## src/rtl/note_pkg.sv

```systemverilog
// Shared constants and letter codes for the note lookup arbiter.
// Letter encoding: 0 = rest, 1..7 = A..G.
package note_pkg;

   localparam int NOTE_W        = 6;
   localparam int SEMIS_PER_OCT = 12;

   localparam logic [NOTE_W-1:0] REST_NOTE = '0;

   typedef enum logic [5:0] {
      LETTER_REST = 6'd0,
      LETTER_A    = 6'd1,
      LETTER_B    = 6'd2,
      LETTER_C    = 6'd3,
      LETTER_D    = 6'd4,
      LETTER_E    = 6'd5,
      LETTER_F    = 6'd6,
      LETTER_G    = 6'd7
   } letter_e;

endpackage

```

## src/rtl/note_lookup_arbiter_if.sv

```systemverilog
// Request/response bundle between requesters, arbiter and drawing logic.
// Ports: req valid/note/ready per requester, response valid/ready/id/fields, busy.
interface note_lookup_arbiter_if #(
   parameter int NUM_REQ = 4
);
   localparam int ID_W = $clog2(NUM_REQ);

   logic [NUM_REQ-1:0]   req_valid_in;
   logic [6*NUM_REQ-1:0] req_note_in;
   logic [NUM_REQ-1:0]   req_ready_out;
   logic                 resp_ready_in;
   logic                 resp_valid_out;
   logic [ID_W-1:0]      resp_id_out;
   logic [5:0]           resp_letter_out;
   logic [2:0]           resp_octave_out;
   logic                 resp_sharp_out;
   logic                 busy_out;

   modport master (
      output req_valid_in, req_note_in, resp_ready_in,
      input  req_ready_out, resp_valid_out, resp_id_out,
      input  resp_letter_out, resp_octave_out, resp_sharp_out,
      input  busy_out
   );

   modport slave (
      input  req_valid_in, req_note_in, resp_ready_in,
      output req_ready_out, resp_valid_out, resp_id_out,
      output resp_letter_out, resp_octave_out, resp_sharp_out,
      output busy_out
   );

endinterface

```

## src/rtl/note_field_decode.sv

```systemverilog
// Combinational note index -> {letter, octave, sharp}.
// Ports: note in; letter, octave, sharp out. Note 0 is a rest.
module note_field_decode
   import note_pkg::*;
(
   input  logic [NOTE_W-1:0] note,
   output logic [5:0]        letter,
   output logic [2:0]        octave,
   output logic              sharp
);

   logic [NOTE_W-1:0] m;
   logic [3:0]        k;

   assign m = note - NOTE_W'(1);
   assign k = 4'(m % NOTE_W'(SEMIS_PER_OCT));

   always_comb begin
      letter = LETTER_REST;
      octave = 3'd0;
      sharp  = 1'b0;
      if (note != REST_NOTE) begin
         octave = 3'(m / NOTE_W'(SEMIS_PER_OCT)) + 3'd1;
         // semitone k=0 is A; sharps sit on the black keys
         case (k)
            4'd0:  letter = LETTER_A;
            4'd1:  begin letter = LETTER_A; sharp = 1'b1; end
            4'd2:  letter = LETTER_B;
            4'd3:  letter = LETTER_C;
            4'd4:  begin letter = LETTER_C; sharp = 1'b1; end
            4'd5:  letter = LETTER_D;
            4'd6:  begin letter = LETTER_D; sharp = 1'b1; end
            4'd7:  letter = LETTER_E;
            4'd8:  letter = LETTER_F;
            4'd9:  begin letter = LETTER_F; sharp = 1'b1; end
            4'd10: letter = LETTER_G;
            4'd11: begin letter = LETTER_G; sharp = 1'b1; end
            default: letter = LETTER_REST;
         endcase
      end
   end

endmodule

```

## src/rtl/note_lookup_arbiter.sv

```systemverilog
// Round-robin share of one note decode path among NUM_REQ requesters.
// Ports: clk_in, rst_n_in (sync, active-low), bus (slave side of the bundle).
module note_lookup_arbiter
   import note_pkg::*;
#(
   parameter int NUM_REQ = 4
) (
   input logic                  clk_in,
   input logic                  rst_n_in,
   note_lookup_arbiter_if.slave bus
);

   localparam int ID_W = $clog2(NUM_REQ);

   logic              s1_valid;
   logic [NOTE_W-1:0] s1_note;
   logic [ID_W-1:0]   s1_id;
   logic [ID_W-1:0]   rr_ptr;
   logic [ID_W-1:0]   grant;
   logic [ID_W-1:0]   grant_nxt;
   logic              found;
   logic              adv_out;
   logic              adv_s1;
   logic              xfer;
   logic [5:0]        dec_letter;
   logic [2:0]        dec_octave;
   logic              dec_sharp;

   assign adv_out = !bus.resp_valid_out || bus.resp_ready_in;
   assign adv_s1  = !s1_valid || adv_out;

   // first valid requester at or after rr_ptr, wrapping
   always_comb begin
      int idx;
      idx   = 0;
      grant = '0;
      found = 1'b0;
      for (int j = 0; j < NUM_REQ; j++) begin
         idx = int'(rr_ptr) + j;
         if (idx >= NUM_REQ) idx = idx - NUM_REQ;
         if (!found && bus.req_valid_in[idx]) begin
            found = 1'b1;
            grant = ID_W'(idx);
         end
      end
   end

   assign xfer = rst_n_in && adv_s1 && found;

   assign bus.req_ready_out =
      xfer ? (NUM_REQ'(1) << grant) : '0;

   assign grant_nxt =
      (grant == ID_W'(NUM_REQ - 1)) ? '0 : grant + 1'b1;

   note_field_decode u_dec (
      .note   (s1_note),
      .letter (dec_letter),
      .octave (dec_octave),
      .sharp  (dec_sharp)
   );

   always_ff @(posedge clk_in) begin
      if (!rst_n_in) begin
         s1_valid            <= 1'b0;
         s1_note             <= '0;
         s1_id               <= '0;
         rr_ptr              <= '0;
         bus.resp_valid_out  <= 1'b0;
         bus.resp_id_out     <= '0;
         bus.resp_letter_out <= '0;
         bus.resp_octave_out <= '0;
         bus.resp_sharp_out  <= 1'b0;
      end else begin
         if (adv_s1) begin
            s1_valid <= xfer;
            if (xfer) begin
               s1_note <= bus.req_note_in[NOTE_W*int'(grant) +: NOTE_W];
               s1_id   <= grant;
               rr_ptr  <= grant_nxt;
            end
         end
         if (adv_out) begin
            bus.resp_valid_out <= s1_valid;
            if (s1_valid) begin
               bus.resp_id_out     <= s1_id;
               bus.resp_letter_out <= dec_letter;
               bus.resp_octave_out <= dec_octave;
               bus.resp_sharp_out  <= dec_sharp;
            end
         end
      end
   end

   assign bus.busy_out = s1_valid || bus.resp_valid_out;

endmodule

```

## src/flat_wrapper.sv

```systemverilog
// flat-port wrapper written by rule: the top's interface ports become plain ports
module note_lookup_arbiter_flat import note_pkg::*;
#(
   parameter int NUM_REQ = 4
)
  (clk_in, rst_n_in, bus_req_valid_in, bus_req_note_in, bus_resp_ready_in, bus_req_ready_out, bus_resp_valid_out, bus_resp_id_out, bus_resp_letter_out, bus_resp_octave_out, bus_resp_sharp_out, bus_busy_out);
  note_lookup_arbiter_if #(.NUM_REQ(NUM_REQ)) bus_i ();
  input logic clk_in;
  input logic rst_n_in;
  input wire logic [$bits(bus_i.req_valid_in)-1:0] bus_req_valid_in;
  input wire logic [$bits(bus_i.req_note_in)-1:0] bus_req_note_in;
  input wire logic [$bits(bus_i.resp_ready_in)-1:0] bus_resp_ready_in;
  output wire logic [$bits(bus_i.req_ready_out)-1:0] bus_req_ready_out;
  output wire logic [$bits(bus_i.resp_valid_out)-1:0] bus_resp_valid_out;
  output wire logic [$bits(bus_i.resp_id_out)-1:0] bus_resp_id_out;
  output wire logic [$bits(bus_i.resp_letter_out)-1:0] bus_resp_letter_out;
  output wire logic [$bits(bus_i.resp_octave_out)-1:0] bus_resp_octave_out;
  output wire logic [$bits(bus_i.resp_sharp_out)-1:0] bus_resp_sharp_out;
  output wire logic [$bits(bus_i.busy_out)-1:0] bus_busy_out;
  assign bus_i.req_valid_in = bus_req_valid_in;
  assign bus_i.req_note_in = bus_req_note_in;
  assign bus_i.resp_ready_in = bus_resp_ready_in;
  assign bus_req_ready_out = bus_i.req_ready_out;
  assign bus_resp_valid_out = bus_i.resp_valid_out;
  assign bus_resp_id_out = bus_i.resp_id_out;
  assign bus_resp_letter_out = bus_i.resp_letter_out;
  assign bus_resp_octave_out = bus_i.resp_octave_out;
  assign bus_resp_sharp_out = bus_i.resp_sharp_out;
  assign bus_busy_out = bus_i.busy_out;
  note_lookup_arbiter #(.NUM_REQ(NUM_REQ)) u_core (.clk_in(clk_in), .rst_n_in(rst_n_in), .bus(bus_i));
endmodule
```

## config.mk

```make
export PLATFORM = sky130hd
export DESIGN_NAME = note_lookup_arbiter_flat
export DESIGN_NICKNAME = d
export VERILOG_FILES = /design/src/rtl/note_pkg.sv /design/src/rtl/note_lookup_arbiter_if.sv /design/src/rtl/note_field_decode.sv /design/src/rtl/note_lookup_arbiter.sv /design/src/flat_wrapper.sv
export SDC_FILE = /design/constraint.sdc
export NUM_CORES = 1
export LEC_CHECK = 0
export ABC_AREA = 1
export BUFFER_PORTS_ARGS = -buffer_cell sky130_fd_sc_hd__clkbuf_2
export CAP_MARGIN = 20
export CORE_ASPECT_RATIO = 0.7
export CORE_MARGIN = 2
export CORE_UTILIZATION = 35
export DETAILED_ROUTE_END_ITERATION = 10
export SLEW_MARGIN = 20
export SYNTH_ARGS = -nofsm -noshare
export SYNTH_HDL_FRONTEND = slang
export SYNTH_SLANG_ARGS = --single-unit
```

## constraint.sdc

```tcl
create_clock -name clk_in -period 2.2 [get_ports clk_in]
set_input_delay 0.44 -clock clk_in [delete_from_list [all_inputs] [get_ports clk_in]]
set_output_delay 0.44 -clock clk_in [all_outputs]
set_load 0.02 [all_outputs]
```

==> metrics.txt <==
status finished with violations; failing checks negative setup slack; Startpoint Class register; synthesized area per cell 6.682 um^2; Core Footprint 4429 um^2; 1st-iter DRT viols 51; Max Clk Rate 387.8 MHz; CP Class reg -> out; deepest clock path buffer count 2; number of nets in the layout 364; TNS Setup -1.492 ns; io pins 49; Antenna diodes 0; Die ar. 5289 um^2; Detailed Route WL 4.159 mm; Multi-input gate area ~1200 um^2; Clk Tree Root Cell clkbuf_8; DIE HEIGHT about 61 um; Routed Antenna Nets 0; I/O Buffers between 40 and 50; Die X 86.08 um; fill count 427; Period minus WS final 2.579 ns; FF+latch count, synth 21; CTS tree done; top post-synthesis cells by area dfxtp_1, nand2_1, nand3_1; critical path endpoint category output port; sequential element share of the synthesized area 25.47%; max_cap viols 0; first-pass GRT wire length ~7.1 mm; Skew-Pair Late Insertion Delay 0.26 ns; vias in the first global route about 1600; pin count of the biggest net entering global routing 16; via count 1768; most frequent cells in the layout nand2_1, clkbuf_2, buf_4; CTS Buf Count 3; vias per cell about 4.7; final slew viol count 0; final hold slack 0.4645 ns; FF-to-FF setup slack 0.13 ns; Register Area 426.7 um^2; Cell Area, Synth between 1500 and 2000 um^2; Synth top area share 25.47%; final hold viol count 0; area grow syn2layout 42.76%; routed wl met2 1.697 mm; Starting Density 37.26%; # clock sinks 21; row count 20; RSZ-0062 raised after global routing yes; Max Fanout on Critical Path 6; Hold WC Path Type reg -> reg; WL/cell 11.00 um; Finish-stage setup viols 4; Setup Skew 0.003117 ns; Global Route Usage Sum 17.05%; Hold Path Origin u_core.bus.resp_octave_out[2]$_SDFFE_PN0P_; Placer Congestion 0.7676; Final period util 117.2%; met3 WL post-DR 230 um; CP required 1.76 ns; hold_buf cts 0; Highest Signal Layer met4; dpl ws -0.1500 ns; commonest non-fill, non-tap cell in the layout nand2_1; Worst EP arrival 2.14 ns; H-tree levels 1; Synthesis Warnings 0; clock transition time at the flip-flop clock pins of the worst setup and hold paths 0.08 ns; share of cells above drive strength 1 41.80%; grt total ovfl 0; unique cell type count in the Yosys netlist 32; post-synth top area cell dfxtp_1; antenna violations before repair 0; TritonRoute pass-1 iters 4; Crit. Startpoint u_core.rr_ptr[0]$_SDFFE_PN0P_; Synth Instances about 250; HPWL Detailed ~3.2 mm; M1 WL 2.207 mm; worst setup margin -0.3787 ns; R2R Path Start u_core.rr_ptr[0]$_SDFFE_PN0P_; DRC violations left 0
cells in the mapped netlist (all sizes together):
library cell / count
a21oi: 17
buf: 7
clkbuf: 1
conb: 1
dfxtp: 21
ha: 9
inv: 30
mux2i: 2
nand2: 74
nand3: 29
nand4: 2
nor2: 22
nor3: 1
o211ai: 2
o21ai: 19
o31ai: 4
or2: 2
xnor2: 3
xor2: 1
state kept, by name, summed over array words and instances, names as in the netlist:
register / cells
u_core.bus.resp_id_out: 2
u_core.bus.resp_letter_out: 3
u_core.bus.resp_octave_out: 3
u_core.bus.resp_sharp_out: 1
u_core.bus.resp_valid_out: 1
u_core.rr_ptr: 2
u_core.s1_id: 2
u_core.s1_note: 6
u_core.s1_valid: 1
per-layer routing:
layer | track usage (%) | up-vias
li1 | - | 944
met1 | 23.59 | 782
met2 | 26.80 | 40
met3 | 4.558 | 2
met4 | 4.082 | 0
met5 | 0 | -
path summary, 6_finish.rpt:
kind	to	cells after the start
setup / recovery	bus_req_ready_out[2]	12
hold / removal	u_core.bus.resp_octave_out[2]$_SDFFE_PN0P_	2
setup reg to reg	u_core.s1_note[5]$_SDFFE_PN0P_	14
hold reg to reg	u_core.bus.resp_octave_out[2]$_SDFFE_PN0P_	2
through the flow:
step                cells  instance area (um^2)  util, %
floorplan             249                  1688        -
global placement      366                  2106    47.54
finish                378                  2356    53.19
detailed placement    366                  2106    47.54
CTS                   378                  2318    52.34
global route          378                  2356    53.19
worst max-delay path, stage by stage, from the launching register on:
cell and delay, ns:
dfxtp_4 0.38, buf_4 0.15, o21ai_4 0.20, o21ai_4 0.09, nor2_4 0.15, nand2_2 0.09, nand2_2 0.09, xor2_2 0.17
nand2_4 0.10, ha_1 0.22, inv_2 0.07, nor2_4 0.03, clkbuf_2 0.14
kinds of logic after synthesis:
group	share of synthesized area, %
AO/OA/AOI/OAI	15.24
XOR/XNOR	3.033
adder cells (fa/ha/maj)	6.823
buffers and inverters	11.37
flip-flops	25.47
multiplexers	1.213
other	0.2272
AND/OR/NAND/NOR	36.62
cell type report:
| class | instances | area share, % |
|---|---|---|
| inverter | 30 | 4.886 |
| sequential | 21 | 18.11 |
| clock inverter | 1 | 0.2124 |
| multi-input combinational | 190 | 50.13 |
| timing repair buffer | 78 | 21.99 |
| tap | 55 | 2.921 |
| clock buffer | 3 | 1.753 |
repair_timing:
| action | in CTS | in global routing |
|---|---|---|
| setup buffers | 8 | 2 |
| pin swaps | 7 | 7 |
| gates resized for setup | 25 | 13 |
| endpoints found under the setup margin | 4 | 15 |
Power is left out: the tool's default activity adds up to more than one toggle a clock period on the data nets, which glitch-free logic cannot reach.
